--- config.mk ---
export PLATFORM = sky130hd
export DESIGN_NAME = muldiv_unit
export DESIGN_NICKNAME = d
export VERILOG_FILES = /design/src/rtl/muldiv_unit.sv
export SDC_FILE = /design/constraint.sdc
export NUM_CORES = 1
export LEC_CHECK = 0
export ABC_AREA = 1
export BUFFER_PORTS_ARGS = -buffer_cell sky130_fd_sc_hd__buf_2
export CORE_MARGIN = 1.5
export CORE_UTILIZATION = 53
export DETAILED_ROUTE_END_ITERATION = 12
export MAX_ROUTING_LAYER = met4
export PLACE_DENSITY = 0.87
export SKIP_LAST_GASP = 1
export SYNTH_ARGS = -nofsm -noshare
export SYNTH_HDL_FRONTEND = slang
export SYNTH_SLANG_ARGS = --single-unit
--- constraint.sdc ---
create_clock -name clk -period 6.2 [get_ports clk]
set_clock_uncertainty 0.1 [all_clocks]
set_input_delay 0.31 -clock clk [delete_from_list [all_inputs] [get_ports clk]]
set_output_delay 0.31 -clock clk [all_outputs]
set_load 0.005 [all_outputs]
--- src/rtl/muldiv_unit.sv ---
// Iterative multiply/divide unit with architectural HI/LO registers.
// MULT/MULTU use shift-add, DIV/DIVU use restoring division; WIDTH+1 cycles per op.
module muldiv_unit #(
  parameter int WIDTH = 32
) (
  input  logic             clk,
  input  logic             reset,
  input  logic             start,
  input  logic [1:0]       op,
  input  logic [WIDTH-1:0] a,
  input  logic [WIDTH-1:0] b,
  input  logic             flush,
  input  logic             hi_we,
  input  logic             lo_we,
  input  logic [WIDTH-1:0] wdata,
  output logic             busy,
  output logic             done,
  output logic             div_by_zero,
  output logic [WIDTH-1:0] hi,
  output logic [WIDTH-1:0] lo
);

  // state   | meaning
  // S_IDLE  | waiting for start; MTHI/MTLO writes accepted here
  // S_RUN   | one shift-add / shift-subtract iteration per edge
  // S_FIX   | sign fixup, HI/LO write, done pulse
  typedef enum logic [1:0] {
    S_IDLE = 2'd0,
    S_RUN  = 2'd1,
    S_FIX  = 2'd2
  } state_e;

  localparam int CW = (WIDTH > 2) ? $clog2(WIDTH) : 1;
  localparam logic [CW-1:0] CNT_LAST = CW'(WIDTH - 1);

  state_e             state_q, state_d;
  logic               is_div_q, is_div_d;
  logic [WIDTH-1:0]   mag_a_q, mag_a_d;
  logic [WIDTH-1:0]   mag_b_q, mag_b_d;
  logic [2*WIDTH-1:0] acc_q, acc_d;
  logic [CW-1:0]      cnt_q, cnt_d;
  logic               neg_q, neg_d;
  logic               neg_rem_q, neg_rem_d;
  logic [WIDTH-1:0]   hi_q, hi_d;
  logic [WIDTH-1:0]   lo_q, lo_d;
  logic               done_q, done_d;
  logic               dbz_q, dbz_d;

  logic               a_neg, b_neg;
  logic [WIDTH-1:0]   mag_a_in, mag_b_in;
  logic [WIDTH:0]     mul_sum;
  logic [2*WIDTH-1:0] mul_next;
  logic [WIDTH:0]     rem_sh;
  logic               rem_ge;
  logic [WIDTH-1:0]   rem_diff;
  logic [2*WIDTH-1:0] div_next;
  logic [2*WIDTH-1:0] prod_fix;
  logic [WIDTH-1:0]   quo_fix, rem_fix, raw_a;

  // op[0]==0 selects the signed variants (MULT, DIV)
  always_comb begin
    a_neg    = ~op[0] & a[WIDTH-1];
    b_neg    = ~op[0] & b[WIDTH-1];
    mag_a_in = a_neg ? (~a + 1'b1) : a;
    mag_b_in = b_neg ? (~b + 1'b1) : b;
  end

  // One multiply step: conditionally add multiplicand into the upper half, shift right
  always_comb begin
    mul_sum  = {1'b0, acc_q[2*WIDTH-1:WIDTH]} + (acc_q[0] ? {1'b0, mag_a_q} : '0);
    mul_next = {mul_sum, acc_q[WIDTH-1:1]};
  end

  // One restoring divide step: remainder in the upper half, quotient shifts into the lower half
  always_comb begin
    rem_sh   = acc_q[2*WIDTH-1:WIDTH-1];
    rem_ge   = (rem_sh >= {1'b0, mag_b_q});
    rem_diff = rem_sh[WIDTH-1:0] - mag_b_q;
    if (rem_ge) begin
      div_next = {rem_diff, acc_q[WIDTH-2:0], 1'b1};
    end else begin
      div_next = {rem_sh[WIDTH-1:0], acc_q[WIDTH-2:0], 1'b0};
    end
  end

  always_comb begin
    prod_fix = neg_q ? (~acc_q + 1'b1) : acc_q;
    quo_fix  = neg_q ? (~acc_q[WIDTH-1:0] + 1'b1) : acc_q[WIDTH-1:0];
    rem_fix  = neg_rem_q ? (~acc_q[2*WIDTH-1:WIDTH] + 1'b1) : acc_q[2*WIDTH-1:WIDTH];
    // dividend sign flag lets us rebuild the raw operand for the divide-by-zero result
    raw_a    = neg_rem_q ? (~mag_a_q + 1'b1) : mag_a_q;
  end

  always_comb begin
    state_d   = state_q;
    is_div_d  = is_div_q;
    mag_a_d   = mag_a_q;
    mag_b_d   = mag_b_q;
    acc_d     = acc_q;
    cnt_d     = cnt_q;
    neg_d     = neg_q;
    neg_rem_d = neg_rem_q;
    hi_d      = hi_q;
    lo_d      = lo_q;
    done_d    = 1'b0;
    dbz_d     = dbz_q;

    case (state_q)
      S_IDLE: begin
        if (start && !flush) begin
          state_d   = S_RUN;
          is_div_d  = op[1];
          mag_a_d   = mag_a_in;
          mag_b_d   = mag_b_in;
          neg_d     = a_neg ^ b_neg;
          neg_rem_d = op[1] & a_neg;
          cnt_d     = '0;
          acc_d     = op[1] ? {{WIDTH{1'b0}}, mag_a_in} : {{WIDTH{1'b0}}, mag_b_in};
        end else if (!start) begin
          if (hi_we) hi_d = wdata;
          if (lo_we) lo_d = wdata;
        end
      end
      S_RUN: begin
        if (flush) begin
          state_d = S_IDLE;
        end else begin
          acc_d = is_div_q ? div_next : mul_next;
          cnt_d = cnt_q + 1'b1;
          if (cnt_q == CNT_LAST) state_d = S_FIX;
        end
      end
      S_FIX: begin
        state_d = S_IDLE;
        if (!flush) begin
          done_d = 1'b1;
          if (!is_div_q) begin
            hi_d  = prod_fix[2*WIDTH-1:WIDTH];
            lo_d  = prod_fix[WIDTH-1:0];
            dbz_d = 1'b0;
          end else if (mag_b_q == '0) begin
            hi_d  = raw_a;
            lo_d  = '1;
            dbz_d = 1'b1;
          end else begin
            hi_d  = rem_fix;
            lo_d  = quo_fix;
            dbz_d = 1'b0;
          end
        end
      end
      default: state_d = S_IDLE;
    endcase
  end

  always_ff @(posedge clk or posedge reset) begin
    if (reset) begin
      state_q   <= S_IDLE;
      is_div_q  <= 1'b0;
      mag_a_q   <= '0;
      mag_b_q   <= '0;
      acc_q     <= '0;
      cnt_q     <= '0;
      neg_q     <= 1'b0;
      neg_rem_q <= 1'b0;
      hi_q      <= '0;
      lo_q      <= '0;
      done_q    <= 1'b0;
      dbz_q     <= 1'b0;
    end else begin
      state_q   <= state_d;
      is_div_q  <= is_div_d;
      mag_a_q   <= mag_a_d;
      mag_b_q   <= mag_b_d;
      acc_q     <= acc_d;
      cnt_q     <= cnt_d;
      neg_q     <= neg_d;
      neg_rem_q <= neg_rem_d;
      hi_q      <= hi_d;
      lo_q      <= lo_d;
      done_q    <= done_d;
      dbz_q     <= dbz_d;
    end
  end

  assign busy        = (state_q != S_IDLE);
  assign done        = done_q;
  assign div_by_zero = dbz_q;
  assign hi          = hi_q;
  assign lo          = lo_q;

endmodule

==> impl_metrics.xml <==
<?xml version="1.0" encoding="UTF-8"?>
<metrics>
  <group name="logic_synthesis">
    <metric name="ys_top_cells_by_area" unit="">sky130_fd_sc_hd__dfrtp_1, sky130_fd_sc_hd__nand2_1, sky130_fd_sc_hd__nor2_1</metric>
    <metric name="synth.top_cell.area_share" unit="%">25.3</metric>
    <metric name="ys_ff_latch" unit="">204</metric>
    <metric name="yosys.cell_types.count" unit="">48</metric>
    <metric name="synth.yosys.warnings" unit="">0</metric>
    <metric name="post_synth_net_total" unit="">3554</metric>
    <metric name="cell_area_after_synthesis" unit="um^2">20200</metric>
    <metric name="synth.yosys.seq_area_share" unit="%">25.3</metric>
    <metric name="synth_top_cell_by_area" unit="">sky130_fd_sc_hd__dfrtp_1</metric>
    <metric name="synth_area_per_cell" unit="um^2">5.98</metric>
    <metric name="postSynthCellCount" unit="">3377</metric>
  </group>
  <group name="placement">
    <metric name="dpl_cell_area" unit="um^2">21300</metric>
    <metric name="port-buffer-count" unit="">170</metric>
    <metric name="detailed_placer_s_ending_hpwl" unit="um">61300</metric>
    <metric name="place.gp.congestion" unit="">1.12</metric>
  </group>
  <group name="setup_path">
    <metric name="required_time_at_the_endpoint_of_the_critical_path" unit="ns">6.60</metric>
    <metric name="critical-path-max-stage-delay" unit="ns">1.12</metric>
    <metric name="timing.critical_path.from_type" unit="">flip-flop</metric>
    <metric name="timing_worst_setup_path_type" unit="">reg -&gt; reg</metric>
    <metric name="cp_slowest_cell" unit="">sky130_fd_sc_hd__dfrtp_1</metric>
    <metric name="crit_path_end_kind" unit="">flip-flop</metric>
    <metric name="cp.buffers_inverters" unit="">5</metric>
    <metric name="critPathArrivalTime" unit="ns">3.98</metric>
    <metric name="worstPathCellList" unit="">nand2_1, inv_1, ha_1, inv_1, fa_1, inv_1, nand2_1, o21ai_1, nand2_1, nand2_1, nand2_1, nand2_1, nand2_1, nand3_1, nand2_1, inv_1, o21ai_0, inv_1, nand2_1, nand2_1</metric>
    <metric name="critPathMostFrequentCell" unit="">sky130_fd_sc_hd__nand2_1</metric>
    <metric name="timing.critical_path.fanout_max" unit="">34</metric>
    <metric name="critical-path-top-delay-family" unit="">flip-flops</metric>
  </group>
  <group name="power">
    <metric name="power.share.switching" unit="%">53.0</metric>
    <metric name="pwr_density_cell" unit="nW/um^2">382</metric>
    <metric name="seq_power_share" unit="%">26.5</metric>
    <metric name="p_clk_share" unit="%">18.5</metric>
    <metric name="internal-power" unit="mW">4.05</metric>
    <metric name="switching_power" unit="mW">4.56</metric>
    <metric name="vdd_drop_max" unit="mV">0.226</metric>
    <metric name="power_frac_comb" unit="%">55.0</metric>
    <metric name="p_leak" unit="nW">11.2</metric>
  </group>
  <group name="global_route">
    <metric name="total_routing_usage_reported_by_global_routing" unit="%">41.5</metric>
    <metric name="antenna_violations_before_repair" unit="">0</metric>
    <metric name="grt_pass1_wl" unit="um">122000</metric>
    <metric name="first_global_vias" unit="">21600</metric>
    <metric name="grt_overflow_total" unit="">0</metric>
    <metric name="maximum_number_of_pins_on_one_net_before_global_route_repair" unit="">105</metric>
  </group>
  <group name="finish">
    <metric name="finalInstanceArea" unit="um^2">22500</metric>
    <metric name="final_layout_size_suffix_gt1_share" unit="%">9.07</metric>
    <metric name="nNetsFinal" unit="">3678</metric>
    <metric name="num-fill-cells" unit="">3624</metric>
    <metric name="multi_input_combinational_cell_area" unit="um^2">13000</metric>
    <metric name="area.growth.synth_to_final" unit="%">11.7</metric>
    <metric name="register_area" unit="um^2">5110</metric>
  </group>
  <group name="clocking">
    <metric name="htreeDepth" unit="">1</metric>
    <metric name="clock_tree.buffer_depth" unit="">3</metric>
    <metric name="clk-insertion-delay-late" unit="ns">0.57</metric>
    <metric name="tritoncts_clock_tree" unit="">built</metric>
    <metric name="cts_resized" unit="">0</metric>
    <metric name="tritoncts_num_sinks" unit="">204</metric>
    <metric name="cts_root_buffer" unit="">sky130_fd_sc_hd__clkbuf_16</metric>
    <metric name="clkSlewWorstSetupHoldPaths" unit="ns">0.07</metric>
    <metric name="cts_buffers" unit="">25</metric>
  </group>
  <group name="drt">
    <metric name="drt_iter0_drc" unit="">3742</metric>
    <metric name="drt_wl_total" unit="um">80300</metric>
    <metric name="drt_pre_antenna_iters" unit="">7</metric>
    <metric name="drt-wirelength-per-cell" unit="um">19.9</metric>
    <metric name="remaining_design_rule_violation_count" unit="">0</metric>
    <metric name="ant_nets" unit="">0</metric>
    <metric name="dr_total_vias" unit="">24600</metric>
    <metric name="route.detailed.vias_per_inst" unit="">6.10</metric>
  </group>
  <group name="floorplan">
    <metric name="floorplan.core_area" unit="um^2">37600</metric>
    <metric name="floorplan.initialDensity" unit="%">53.7</metric>
    <metric name="die_w" unit="um">198</metric>
    <metric name="ios" unit="">171</metric>
    <metric name="placement_rows" unit="">71</metric>
    <metric name="chipHeight" unit="um">198</metric>
    <metric name="design.die.area" unit="um^2">39300</metric>
  </group>
  <group name="sta">
    <metric name="setup_tns" unit="ns">0</metric>
    <metric name="slew-limit-headroom" unit="%">21.1</metric>
    <metric name="final.period_utilization" unit="%">57.7</metric>
    <metric name="setup_viol" unit="">0</metric>
    <metric name="timing_worst_slew_pin_value" unit="ns">1.18</metric>
    <metric name="finalHoldViolations" unit="">0</metric>
    <metric name="max_freq" unit="GHz">0.279</metric>
    <metric name="period_minus_slack" unit="ns">3.58</metric>
    <metric name="timing_max_transition_violations_final" unit="">0</metric>
    <metric name="grt_setup_unrepaired" unit="">no</metric>
  </group>
  <group name="outcome">
    <metric name="outcome" unit="">completed</metric>
  </group>
  <group name="run">
    <metric name="cap_viol_max_count" unit="">0</metric>
  </group>
  <group name="worst_hold_path">
    <metric name="hp-class" unit="">in -&gt; reg</metric>
  </group>
</metrics>
==> layout by cell type, fill, tap and decap left out, types with 4 or more instances in the layout <==
cell type                         n
sky130_fd_sc_hd__clkinv_1         4
sky130_fd_sc_hd__a31oi_1         48
sky130_fd_sc_hd__nor2_4           9
sky130_fd_sc_hd__buf_2          170
sky130_fd_sc_hd__dfrtp_1        201
sky130_fd_sc_hd__o31ai_1          6
sky130_fd_sc_hd__buf_4           20
sky130_fd_sc_hd__nand2_1        876
sky130_fd_sc_hd__o21bai_1         7
sky130_fd_sc_hd__xnor2_1          5
sky130_fd_sc_hd__dlygate4sd3_1   37
sky130_fd_sc_hd__nand3b_1        16
sky130_fd_sc_hd__inv_2           13
sky130_fd_sc_hd__o21a_1           9
sky130_fd_sc_hd__nand2_2         10
sky130_fd_sc_hd__nor3_2           4
sky130_fd_sc_hd__a22oi_1         14
sky130_fd_sc_hd__o21ai_2          5
sky130_fd_sc_hd__a21oi_1        238
sky130_fd_sc_hd__ha_1            71
sky130_fd_sc_hd__or2_2           14
sky130_fd_sc_hd__xor2_1          83
sky130_fd_sc_hd__o21ai_1         25
sky130_fd_sc_hd__clkbuf_16       25
sky130_fd_sc_hd__a21o_1           6
sky130_fd_sc_hd__nor2_2          19
sky130_fd_sc_hd__nor4_1           8
sky130_fd_sc_hd__nor2_1         457
sky130_fd_sc_hd__inv_1          388
sky130_fd_sc_hd__nand3_1        341
sky130_fd_sc_hd__and2_1           5
sky130_fd_sc_hd__nand4_1         63
sky130_fd_sc_hd__nor3_1          27
sky130_fd_sc_hd__o21ai_0        227
sky130_fd_sc_hd__o211ai_1        26
==> power by group through the flow <==
stage                     Sequential, mW  Clock [mW]  Combinational [mW]
after global placement              2.25           0                4.48
after CTS                           2.24        1.58                4.56
after floorplan                     1.96           0                3.33
final                               2.28        1.59                4.74
after detailed placement            2.26           0                4.50
after global routing                2.29        1.63                5.21
==> layout make-up <==
| class | count | area share (%) |
|---|---|---|
| Inverter | 407 | 6.82 |
| Tap cell | 511 | 2.84 |
| Clock buffer | 29 | 2.98 |
| Clock inverter | 16 | 0.938 |
| Multi-Input combinational cell | 2636 | 57.7 |
| Antenna cell | 2 | 0.0222 |
| Sequential cell | 204 | 22.7 |
| Timing Repair Buffer | 227 | 6.08 |
==> Yosys cell counts, drive strengths merged <==
cell type	count
o31ai	6
o22ai	2
dfrtp	204
nor4	8
a22o	2
and2	5
clkinv	5
a21o	6
a31oi	48
fa	2
nand4	64
ha	71
nor3	31
or2	16
buf	69
inv	402
a21boi	1
o21bai	7
nand3	343
xnor2	5
xor2	83
a22oi	14
o21ai	257
a211oi	1
o21a	9
nand3b	16
clkbuf	61
a21oi	240
nor2	485
o2111ai	1
o211ai	26
nand2	887
==> stage by stage <==
stage	power (mW)	util [%]	hold WS [ns]	std cells	setup WS, ns
CTS	8.38	60.0	0.000892	4030	2.71
global route	9.13	60.0	0.0225	4030	2.32
detailed placement	6.76	56.6	0.341	3948	2.75
global placement	6.73	56.6	0.340	3948	2.80
finish	8.61	60.0	0.0119	4032	2.62
floorplan	5.29	-	0.282	3377	0.223
==> path summary, 6_finish.rpt <==
check | slack, ns | end | cells after the start | from
worst max-delay path | 2.62 | acc_q[63] | 20 | acc_q[0]
worst min-delay path | 0.01 | mag_a_q[25] | 3 | a[25]
worst max register to register | 2.62 | acc_q[63] | 20 | acc_q[0]
worst min register to register | 0.39 | lo[13] | 2 | lo[13]
max in group asynchronous | 4.33 | neg_q | 4 | reset
min in group asynchronous | 0.25 | hi[25] | 3 | reset
==> tightest hold or removal path, stage by stage <==
cell and delay [ns]:
sky130_fd_sc_hd__buf_2 0.13, sky130_fd_sc_hd__nand2_1 0.11, sky130_fd_sc_hd__a31oi_1 0.08
==> cells by family after synthesis <==
family                     Yosys count  share of synthesized area (%)
AOI/OAI and AO/OA                  620                           16.7
xor gates and xnor gates            88                           3.82
adders and majority gates           73                           4.60
buffers and inverters              537                           10.4
DFF                                204                           25.3
and+or+nand+nor                   1855                           39.2
==> what timing repair did <==
action,in CTS,in global routing
hold endpoints to repair,123,0
buffers inserted,0,0
hold buffers,37,0
==> layer usage <==
| metal | GRT usage (%) | wire length (um) | vias up |
|---|---|---|---|
| met3 | 8.64 | 10700 | 354 |
| met4 | 23.0 | 5500 | 0 |
| li1 | - | - | 11300 |
| met2 | 59.3 | 33400 | 1793 |
| met1 | 54.7 | 30700 | 11100 |
| met5 | - | 0 | - |
==> sequential cells by signal (all words and copies together) (netlist names) <==
signal and cells:
neg_q 1, acc_q 64, state_q 2, cnt_q 5, lo 32, neg_rem_q 1
done 1, is_div_q 1, mag_b_q 32, div_by_zero 1, hi 32, mag_a_q 32
Power figures use the tool's default switching activity.
